<file path="src/rtl/anim_pkg.sv">
// ---------------------------------------------------------------------------
// anim_pkg
// Shared definitions for the LED animation sequencer: default geometry of the
// frame memory and the sequencer state encoding.
// Optional build macro used by the design: ANIM_PINGPONG_EN (bounce playback).
// ---------------------------------------------------------------------------
package anim_pkg;

   localparam int FRAME_W_DEF   = 10;
   localparam int FRAMES_DEF    = 20;
   localparam int NUM_BANKS_DEF = 2;

   typedef enum logic [1:0] {
      LOAD    = 2'd0,
      WAIT    = 2'd1,
      PLAYING = 2'd2,
      PAUSED  = 2'd3
   } state_t;

endpackage

</file>
<file path="src/rtl/anim_addr_gen.sv">
// ---------------------------------------------------------------------------
// anim_addr_gen
// Next-value logic for the frame index, the bank number and (in bounce
// builds) the playback direction, plus the matching frame memory address.
// Purely combinational; the registers live in anim_sequencer.
// Build macro: ANIM_PINGPONG_EN selects bounce playback 0..FRAMES-1..0,
// otherwise the index wraps FRAMES-1 -> 0 and no direction exists.
//
// Ports
//   idx, bank           current index / bank
//   dir_down            current direction (ANIM_PINGPONG_EN only)
//   bank_adv            advance bank, index to 0 (highest priority)
//   hold                force index to 0
//   adv                 advance index by one frame
//   idx_nxt, bank_nxt   next index / bank
//   dir_down_nxt        next direction (ANIM_PINGPONG_EN only)
//   addr_nxt            bank_nxt*FRAMES + idx_nxt
// ---------------------------------------------------------------------------
module anim_addr_gen
   import anim_pkg::*;
#(
   parameter int FRAMES    = FRAMES_DEF,
   parameter int NUM_BANKS = NUM_BANKS_DEF,
   parameter int ADDR_W    = 6,
   parameter int IDX_W     = $clog2(FRAMES),
   parameter int BANK_W    = (NUM_BANKS > 1) ? $clog2(NUM_BANKS) : 1
) (
   input  logic [IDX_W-1:0]  idx,
   input  logic [BANK_W-1:0] bank,
`ifdef ANIM_PINGPONG_EN
   input  logic              dir_down,
   output logic              dir_down_nxt,
`endif
   input  logic              bank_adv,
   input  logic              hold,
   input  logic              adv,
   output logic [IDX_W-1:0]  idx_nxt,
   output logic [BANK_W-1:0] bank_nxt,
   output logic [ADDR_W-1:0] addr_nxt
);

   localparam logic [IDX_W-1:0]  IDX_LAST  = IDX_W'(FRAMES - 1);
   localparam logic [BANK_W-1:0] BANK_LAST = BANK_W'(NUM_BANKS - 1);

   always_comb begin
      idx_nxt  = idx;
      bank_nxt = bank;
`ifdef ANIM_PINGPONG_EN
      dir_down_nxt = dir_down;
`endif
      if (bank_adv) begin
         bank_nxt = (bank == BANK_LAST) ? '0 : bank + BANK_W'(1);
         idx_nxt  = '0;
`ifdef ANIM_PINGPONG_EN
         dir_down_nxt = 1'b0;
`endif
      end else if (hold) begin
         idx_nxt = '0;
`ifdef ANIM_PINGPONG_EN
         dir_down_nxt = 1'b0;
`endif
      end else if (adv) begin
`ifdef ANIM_PINGPONG_EN
         // turn around at either end without repeating the end frame
         if (!dir_down) begin
            if (idx == IDX_LAST) begin
               idx_nxt      = IDX_LAST - IDX_W'(1);
               dir_down_nxt = 1'b1;
            end else begin
               idx_nxt = idx + IDX_W'(1);
            end
         end else begin
            if (idx == '0) begin
               idx_nxt      = IDX_W'(1);
               dir_down_nxt = 1'b0;
            end else begin
               idx_nxt = idx - IDX_W'(1);
            end
         end
`else
         idx_nxt = (idx == IDX_LAST) ? '0 : idx + IDX_W'(1);
`endif
      end
   end

   assign addr_nxt = ADDR_W'(bank_nxt) * ADDR_W'(FRAMES) + ADDR_W'(idx_nxt);

endmodule

</file>
<file path="src/rtl/anim_sequencer.sv">
// ---------------------------------------------------------------------------
// anim_sequencer
// Steps an LED pattern through a bank of frames held in an external memory
// with one cycle read latency. Supports play/pause, single step, bank
// selection and a hold-to-first-frame level.
// Build macro: ANIM_PINGPONG_EN enables bounce playback (see anim_addr_gen).
//
// Ports
//   CLK, RSTN        system clock, async active-low reset
//   tick_i           frame advance strobe while playing
//   play_i           toggle play/pause
//   step_i           single frame advance while paused
//   bank_i           next bank, fetches its frame 0
//   hold_i           level, keeps the index at 0
//   mem_addr_o/rd_o  frame memory read request
//   mem_data_i       read data, valid the cycle after mem_rd_o
//   frame_o          displayed pattern, frame_valid_o pulses on update
//   bank_o           current bank, playing_o current run flag
//
// state   | meaning
// --------+----------------------------------------------------------------
// LOAD    | read request out (after reset: first cycle primes mem_rd_o)
// WAIT    | memory data arriving, captured into frame_o at end of cycle
// PLAYING | idle, tick_i advances
// PAUSED  | idle, step_i advances
// ---------------------------------------------------------------------------
module anim_sequencer
   import anim_pkg::*;
#(
   parameter int FRAME_W   = FRAME_W_DEF,
   parameter int FRAMES    = FRAMES_DEF,
   parameter int NUM_BANKS = NUM_BANKS_DEF,
   parameter int ADDR_W    = 6
) (
   input  logic                CLK,
   input  logic                RSTN,
   input  logic                tick_i,
   input  logic                play_i,
   input  logic                step_i,
   input  logic                bank_i,
   input  logic                hold_i,
   output logic [ADDR_W-1:0]   mem_addr_o,
   output logic                mem_rd_o,
   input  logic [FRAME_W-1:0]  mem_data_i,
   output logic [FRAME_W-1:0]  frame_o,
   output logic                frame_valid_o,
   output logic [((NUM_BANKS > 1) ? $clog2(NUM_BANKS) : 1)-1:0] bank_o,
   output logic                playing_o
);

   localparam int IDX_W  = $clog2(FRAMES);
   localparam int BANK_W = (NUM_BANKS > 1) ? $clog2(NUM_BANKS) : 1;

   state_t             state;
   logic [IDX_W-1:0]   idx;
   logic [IDX_W-1:0]   idx_nxt;
   logic [BANK_W-1:0]  bank_nxt;
   logic [ADDR_W-1:0]  addr_nxt;
   logic               bank_pend;
   logic               idle;
   logic               do_bank;
   logic               do_hold;
   logic               do_adv;
   logic               run_nxt;
`ifdef ANIM_PINGPONG_EN
   logic               dir_down;
   logic               dir_down_nxt;
`endif

   assign idle    = (state == PLAYING) || (state == PAUSED);
   assign do_bank = idle && (bank_i || bank_pend);
   assign do_hold = idle && hold_i;
   assign do_adv  = ((state == PLAYING) && tick_i) || ((state == PAUSED) && step_i);
   assign run_nxt = playing_o ^ play_i;

   anim_addr_gen #(
      .FRAMES    (FRAMES),
      .NUM_BANKS (NUM_BANKS),
      .ADDR_W    (ADDR_W),
      .IDX_W     (IDX_W),
      .BANK_W    (BANK_W)
   ) u_addr_gen (
      .idx          (idx),
      .bank         (bank_o),
`ifdef ANIM_PINGPONG_EN
      .dir_down     (dir_down),
      .dir_down_nxt (dir_down_nxt),
`endif
      .bank_adv     (do_bank),
      .hold         (do_hold),
      .adv          (do_adv),
      .idx_nxt      (idx_nxt),
      .bank_nxt     (bank_nxt),
      .addr_nxt     (addr_nxt)
   );

   // Index/bank/address only move in idle cycles (all controls are gated by
   // idle), so mem_addr_o stays put through LOAD and WAIT.
   always_ff @(posedge CLK or negedge RSTN) begin
      if (!RSTN) begin
         state         <= LOAD;
         idx           <= '0;
         bank_o        <= '0;
         mem_addr_o    <= '0;
         mem_rd_o      <= 1'b0;
         frame_o       <= '0;
         frame_valid_o <= 1'b0;
         playing_o     <= 1'b1;
         bank_pend     <= 1'b0;
`ifdef ANIM_PINGPONG_EN
         dir_down      <= 1'b0;
`endif
      end else begin
         idx           <= idx_nxt;
         bank_o        <= bank_nxt;
         mem_addr_o    <= addr_nxt;
`ifdef ANIM_PINGPONG_EN
         dir_down      <= dir_down_nxt;
`endif
         playing_o     <= run_nxt;
         frame_valid_o <= 1'b0;
         unique case (state)
            LOAD: begin
               if (!mem_rd_o) begin
                  mem_rd_o <= 1'b1;
               end else begin
                  mem_rd_o <= 1'b0;
                  state    <= WAIT;
               end
               if (bank_i) bank_pend <= 1'b1;
            end
            WAIT: begin
               frame_o       <= mem_data_i;
               frame_valid_o <= 1'b1;
               state         <= run_nxt ? PLAYING : PAUSED;
               if (bank_i) bank_pend <= 1'b1;
            end
            default: begin
               bank_pend <= 1'b0;
               if (do_bank || do_adv) begin
                  mem_rd_o <= 1'b1;
                  state    <= LOAD;
               end else begin
                  state    <= run_nxt ? PLAYING : PAUSED;
               end
            end
         endcase
      end
   end

endmodule
</file>
<file path="config.mk">
export PLATFORM = sky130hd
export DESIGN_NAME = anim_sequencer
export DESIGN_NICKNAME = d
export VERILOG_FILES = /design/src/rtl/anim_pkg.sv /design/src/rtl/anim_addr_gen.sv /design/src/rtl/anim_sequencer.sv
export SDC_FILE = /design/constraint.sdc
export NUM_CORES = 1
export LEC_CHECK = 0
export ABC_AREA = 0
export CAP_MARGIN = 0
export CORE_AREA = 2 2 57 59
export DETAILED_ROUTE_END_ITERATION = 8
export DIE_AREA = 0 0 59 61
export PLACE_DENSITY = 0.72
export SYNTH_ARGS = -nofsm -noshare
export SYNTH_HDL_FRONTEND = slang
export SYNTH_SLANG_ARGS = --single-unit
export TNS_END_PERCENT = 5
</file>
<file path="constraint.sdc">
create_clock -name CLK -period 2.3 [get_ports CLK]
set_clock_uncertainty 0.2 [all_clocks]
set_input_delay 0.69 -clock CLK [delete_from_list [all_inputs] [get_ports CLK]]
set_output_delay 0.69 -clock CLK [all_outputs]
set_load 0.02 [all_outputs]
</file>
==> results.txt, run 1 <==
----------------------------------------------------
[Pwr]
  Net switching component of the power ... 0.0008002 W
  Power per cell area ... 1278 nW/um^2
  Power consumption ... 0.002148 W
  Worst ir drop on vdd ... 629.4 uV
  Net Sw Frac ... 0.3725
  Combinational fraction of design power ... 0.550
  Leakage power summed over all cells ... 0.7493 nW
  Clock Power Share ... 0.092
  Internal power ... 0.001348 W
  Register share of total power ... 0.359

[Synthesis]
  Xor/xnor share of the synthesized area ... 0.03043
  Fraction of the yosys area taken by sequential cells ... 0.5663
  Adder and majority cell fraction of the synthesized area ... 0.04348
  Total of warnings raised by yosys ... 0
  Syn Area/Cell ... 11.99 um^2
  Fraction of synthesized cell area taken by the top area cell type ... 0.5435
  Compound-cell area share of the yosys netlist ... 0.09239
  Number of register bits inferred by synthesis ... 26
  Nets in the synthesized netlist ... 117
  Cell types with the largest area share after synthesis ... dfrtp_1 (54%), mux2_2 (9.8%), ha_1 (4.3%), a21oi_1 (3.0%), o21ai_0 (3.0%)
  Number of different library cells in the post-synthesis netlist ... 30
  Post-Syn Instances ... 96
  Post-synthesis mux area share ... 0.1065
  Simple logic cell fraction of the synthesized area ... 0.1293
  Main combinational cell family by area after synthesis ... simple AND/OR/NAND/NOR gates
  Largest area contributor in the synthesized netlist ... dfrtp_1
  Mapped Area ... 1151 um^2

[CTS]
  Number of levels in the clock H-tree ... 1
  Number of CTS-inserted buffers ... 3
  Reg clk slew, reported paths ... 130 ps
  Clock tree from TritonCTS ... built
  Clk Tree Root Cell ... clkbuf_4
  Cts hold-fix bufs ... 0
  Clock insertion delay at the later pin of the skew report ... 310 ps
  Number of buffers between clock root and the deepest sink ... 2
  Clock sink count ... 26

[Drt]
  Total routed wirelength ... 2493 um
  Per-cell routed wire length ... 14.16 um
  Number of optimization iterations in the first detailed-route pass ... 4
  Initial DRC count ... 30
  Total via count in the routed design ... 903
  Final routed DRC violation total ... 0
  Post-route antenna net violation count ... 0
  Ratio of routed vias to standard cells ... 5.131

[Worst hold path]
  Hold/Removal Path Class ... register to register
  Hold Path Origin ... frame_o[6]
  Hold Path Cell Cnt ... 1
  Endpoint of the worst hold-timing path ... frame_o[6]

[Placed design]
  Post-detail-place hpwl ... 1794 um
  Setup WS pre-CTS ... -563.9 ps
  Port buffer count ... 36
  Final GP Congestion ... 0.7760

[Global routing]
  Vias in the first global route ... 949
  Number of antenna violations at the first check in global routing ... 0
  Global-route wire length before repair ... 3953 um
  Maximum number of pins on one net before global-route repair ... 27
  Total grt overflow ... 0
  All-Layer GR Usage ... 0.1442

[Critical path]
  Startpoint-to-endpoint class of the critical path ... input port to register
  Element type at the critical path start ... input port
  Worst reg2reg endpoint ... mem_addr_o[5]
  Critical path fanouts, max ... 5
  Endpoint arrival time on the critical path ... 2270 ps
  R2r startpoint ... idx[0]
  Data required time at the worst endpoint ... 2300 ps
  Reg2Reg Setup Slack ... 50 ps
  CP Launch Point ... step_i
  Critical Path Sink Type ... register
  R2R cell count ... 8

[Layout]
  Fillcell total ... 283
  Layout cells sized above 1 ... 0.2378
  Nets@finish ... 165
  Area grow syn2layout ... 45.98%
  Area of combinational cells with multiple inputs ... 501.7 um^2
  Number of antenna repair diodes ... 0
  Area used by sequential logic in the layout ... 651.9 um^2

[Die]
  Count of boundary I/O pins ... 37
  Starting density of the core ... 0.3898
  Floorplan core area ... 2953 um^2
  Die Footprint ... 3599 um^2
  Number of placement rows ... 20
  Die outline height ... 61 um
  Die Span X ... 59 um

[STA]
  Fin crit share ... 0.9857
  Worst Setup Slack, final ... 32.93 ps
  Number of hold-slack violations in the final timing report ... 0
  Number of pins with negative max-slew slack in the final report ... 0
  Unrepaired setup endpoints after global routing ... true
  Setup violation total in the final timing report ... 0
  Highest achievable clock rate ... 441.1 MHz
  Final critical delay including setup and external delays ... 2267 ps
  Headroom to the max-slew limit ... 0.7366
  Transition time of the tightest slew-check pin ... 393.7 ps

[Run]
  Maximum Capacitance Violations ... 0

[Status]
  Run status ... finished clean

----------------------------------------------------
-- worst max-delay path: stages --
cell and delay [ps]:
dlygate4sd2_1 240, mux2i_2 230, buf_4 180, o21ai_0 150
a31oi_4 210, ha_2 290, a21o_1 150, o31ai_1 50
nor3_1 70
-- how the worst max path moves through the flow --
stage,slack (ps),cells past startpoint,endpoint
2_1_floorplan,1,7,mem_addr_o[5]
3_3_place_gp,-530,8,mem_addr_o[5]
3_5_place_dp,-560,8,mem_addr_o[5]
4_1_cts,-3,8,mem_addr_o[5]
5_1_grt,-20,7,mem_addr_o[5]
6_report,30,9,mem_addr_o[5]
-- through the flow --
stage                     cells  TNS [ps]  cell area, um^2    util  hold WS [ps]
after floorplan              96         0             1156       -         194.4
after global placement      170     -1758             1603  0.5428         289.2
after detailed placement    170     -1898             1603  0.5428         298.1
after CTS                   175    -3.411             1645  0.5572         329.8
after global routing        176    -17.41             1680  0.5691         345.3
final                       176         0             1680  0.5691         325.4
-- power by group through the flow --
| stage | clock [W] | sequential [W] | combinational, W |
|---|---|---|---|
| after CTS | 0.000208 | 0.000772 | 0.00117 |
| after floorplan | 0 | 0.000950 | 0.000450 |
| after global placement | 0 | 0.000770 | 0.00113 |
| final | 0.000197 | 0.000770 | 0.00118 |
| after detailed placement | 0 | 0.000782 | 0.00116 |
| after global routing | 0.000224 | 0.000796 | 0.00127 |
-- synthesized netlist by cell type --
cell,count
dfstp_2,1
nor2b_1,4
o31ai_1,1
or4_1,3
nand3b_1,1
a21oi_1,7
o21a_1,1
buf_4,2
o21ai_0,7
nor2_1,6
a31oi_1,1
xor2_1,2
nand2_1,2
ha_1,4
nand4_1,1
nor3_1,3
inv_1,2
clkbuf_1,1
or3_1,1
and4b_1,1
mux2_2,10
xnor2_1,2
and2b_1,1
nor4b_1,1
mux2i_1,1
nor4bb_1,1
dfrtp_1,25
a211oi_1,1
buf_2,2
a21o_1,1
-- layout make-up --
type | instances | area share
inverter | 2 | 0.004468
tap | 33 | 0.02457
clock buffer | 4 | 0.01564
timing repair buffer | 48 | 0.2688
sequential | 26 | 0.3879
multi-input combinational | 63 | 0.2986
-- what timing repair did --
item                                    in CTS  in global routing
cloned                                       0                  0
endpoints found under the setup margin       4                  3
buffers inserted                             1                  1
gates resized for setup                      6                  7
pin swaps                                    4                  3
-- registers in the layout, summed over array words and instances (netlist names) --
register,count
playing_o,1
frame_valid_o,1
state,2
bank_pend,1
mem_addr_o,4
bank_o,1
mem_rd_o,1
frame_o,10
idx,5
-- metal layers --
layer	vias to the layer above	routed length (um)	GRT usage
li1	434	-	-
met1	438	1019	0.1792
met2	31	1285	0.2556
met3	0	188	0.03625
met4	0	0	0.02922
met5	-	0	0
-- logic make-up (layout without fill, tap and decap cells) --
logic type / count (synthesis) / count (layout)
xor gates and xnor gates: 4 / 4
AOI/OAI and AO/OA: 19 / 19
muxes: 11 / 11
buffers and inverters: 7 / 54
adders and majority gates: 4 / 4
DFF: 26 / 26
and+or+nand+nor: 25 / 25
-- cells in the final DEF, fill, tap and decap left out, types with 2 or more instances in the layout --
master	instances
o21ai_0	7
xnor2_1	2
clkdlybuf4s50_1	31
dfrtp_1	25
buf_4	12
nor2_1	6
ha_1	2
xor2_1	2
inv_1	2
or4_1	2
a21oi_1	6
ha_2	2
nor3_1	2
clkbuf_4	3
dlygate4sd2_1	3
dlymetal6s2s_1	2
mux2_2	10
nor2b_1	4
Note: power is estimated with default switching activity, not from simulation.
==> inputs of run 2 (changes only) <==
--- a/config.mk
+++ b/config.mk
@@ -8,6 +8,7 @@
 export ABC_AREA = 0
 export CAP_MARGIN = 0
 export CORE_AREA = 2 2 57 59
+export CTS_CLUSTER_SIZE = 24
 export DETAILED_ROUTE_END_ITERATION = 8
 export DIE_AREA = 0 0 59 61
 export PLACE_DENSITY = 0.72
==> results of run 2 <==
No change in the layout: final DEF, timing and power equal those of run 1.
==> inputs of run 3 (changes only) <==
--- a/config.mk
+++ b/config.mk
@@ -15,4 +15,4 @@
 export SYNTH_ARGS = -nofsm -noshare
 export SYNTH_HDL_FRONTEND = slang
 export SYNTH_SLANG_ARGS = --single-unit
-export TNS_END_PERCENT = 5
+export TNS_END_PERCENT = 10
==> results of run 3 <==
No change in the layout: final DEF, timing and power equal those of run 1.
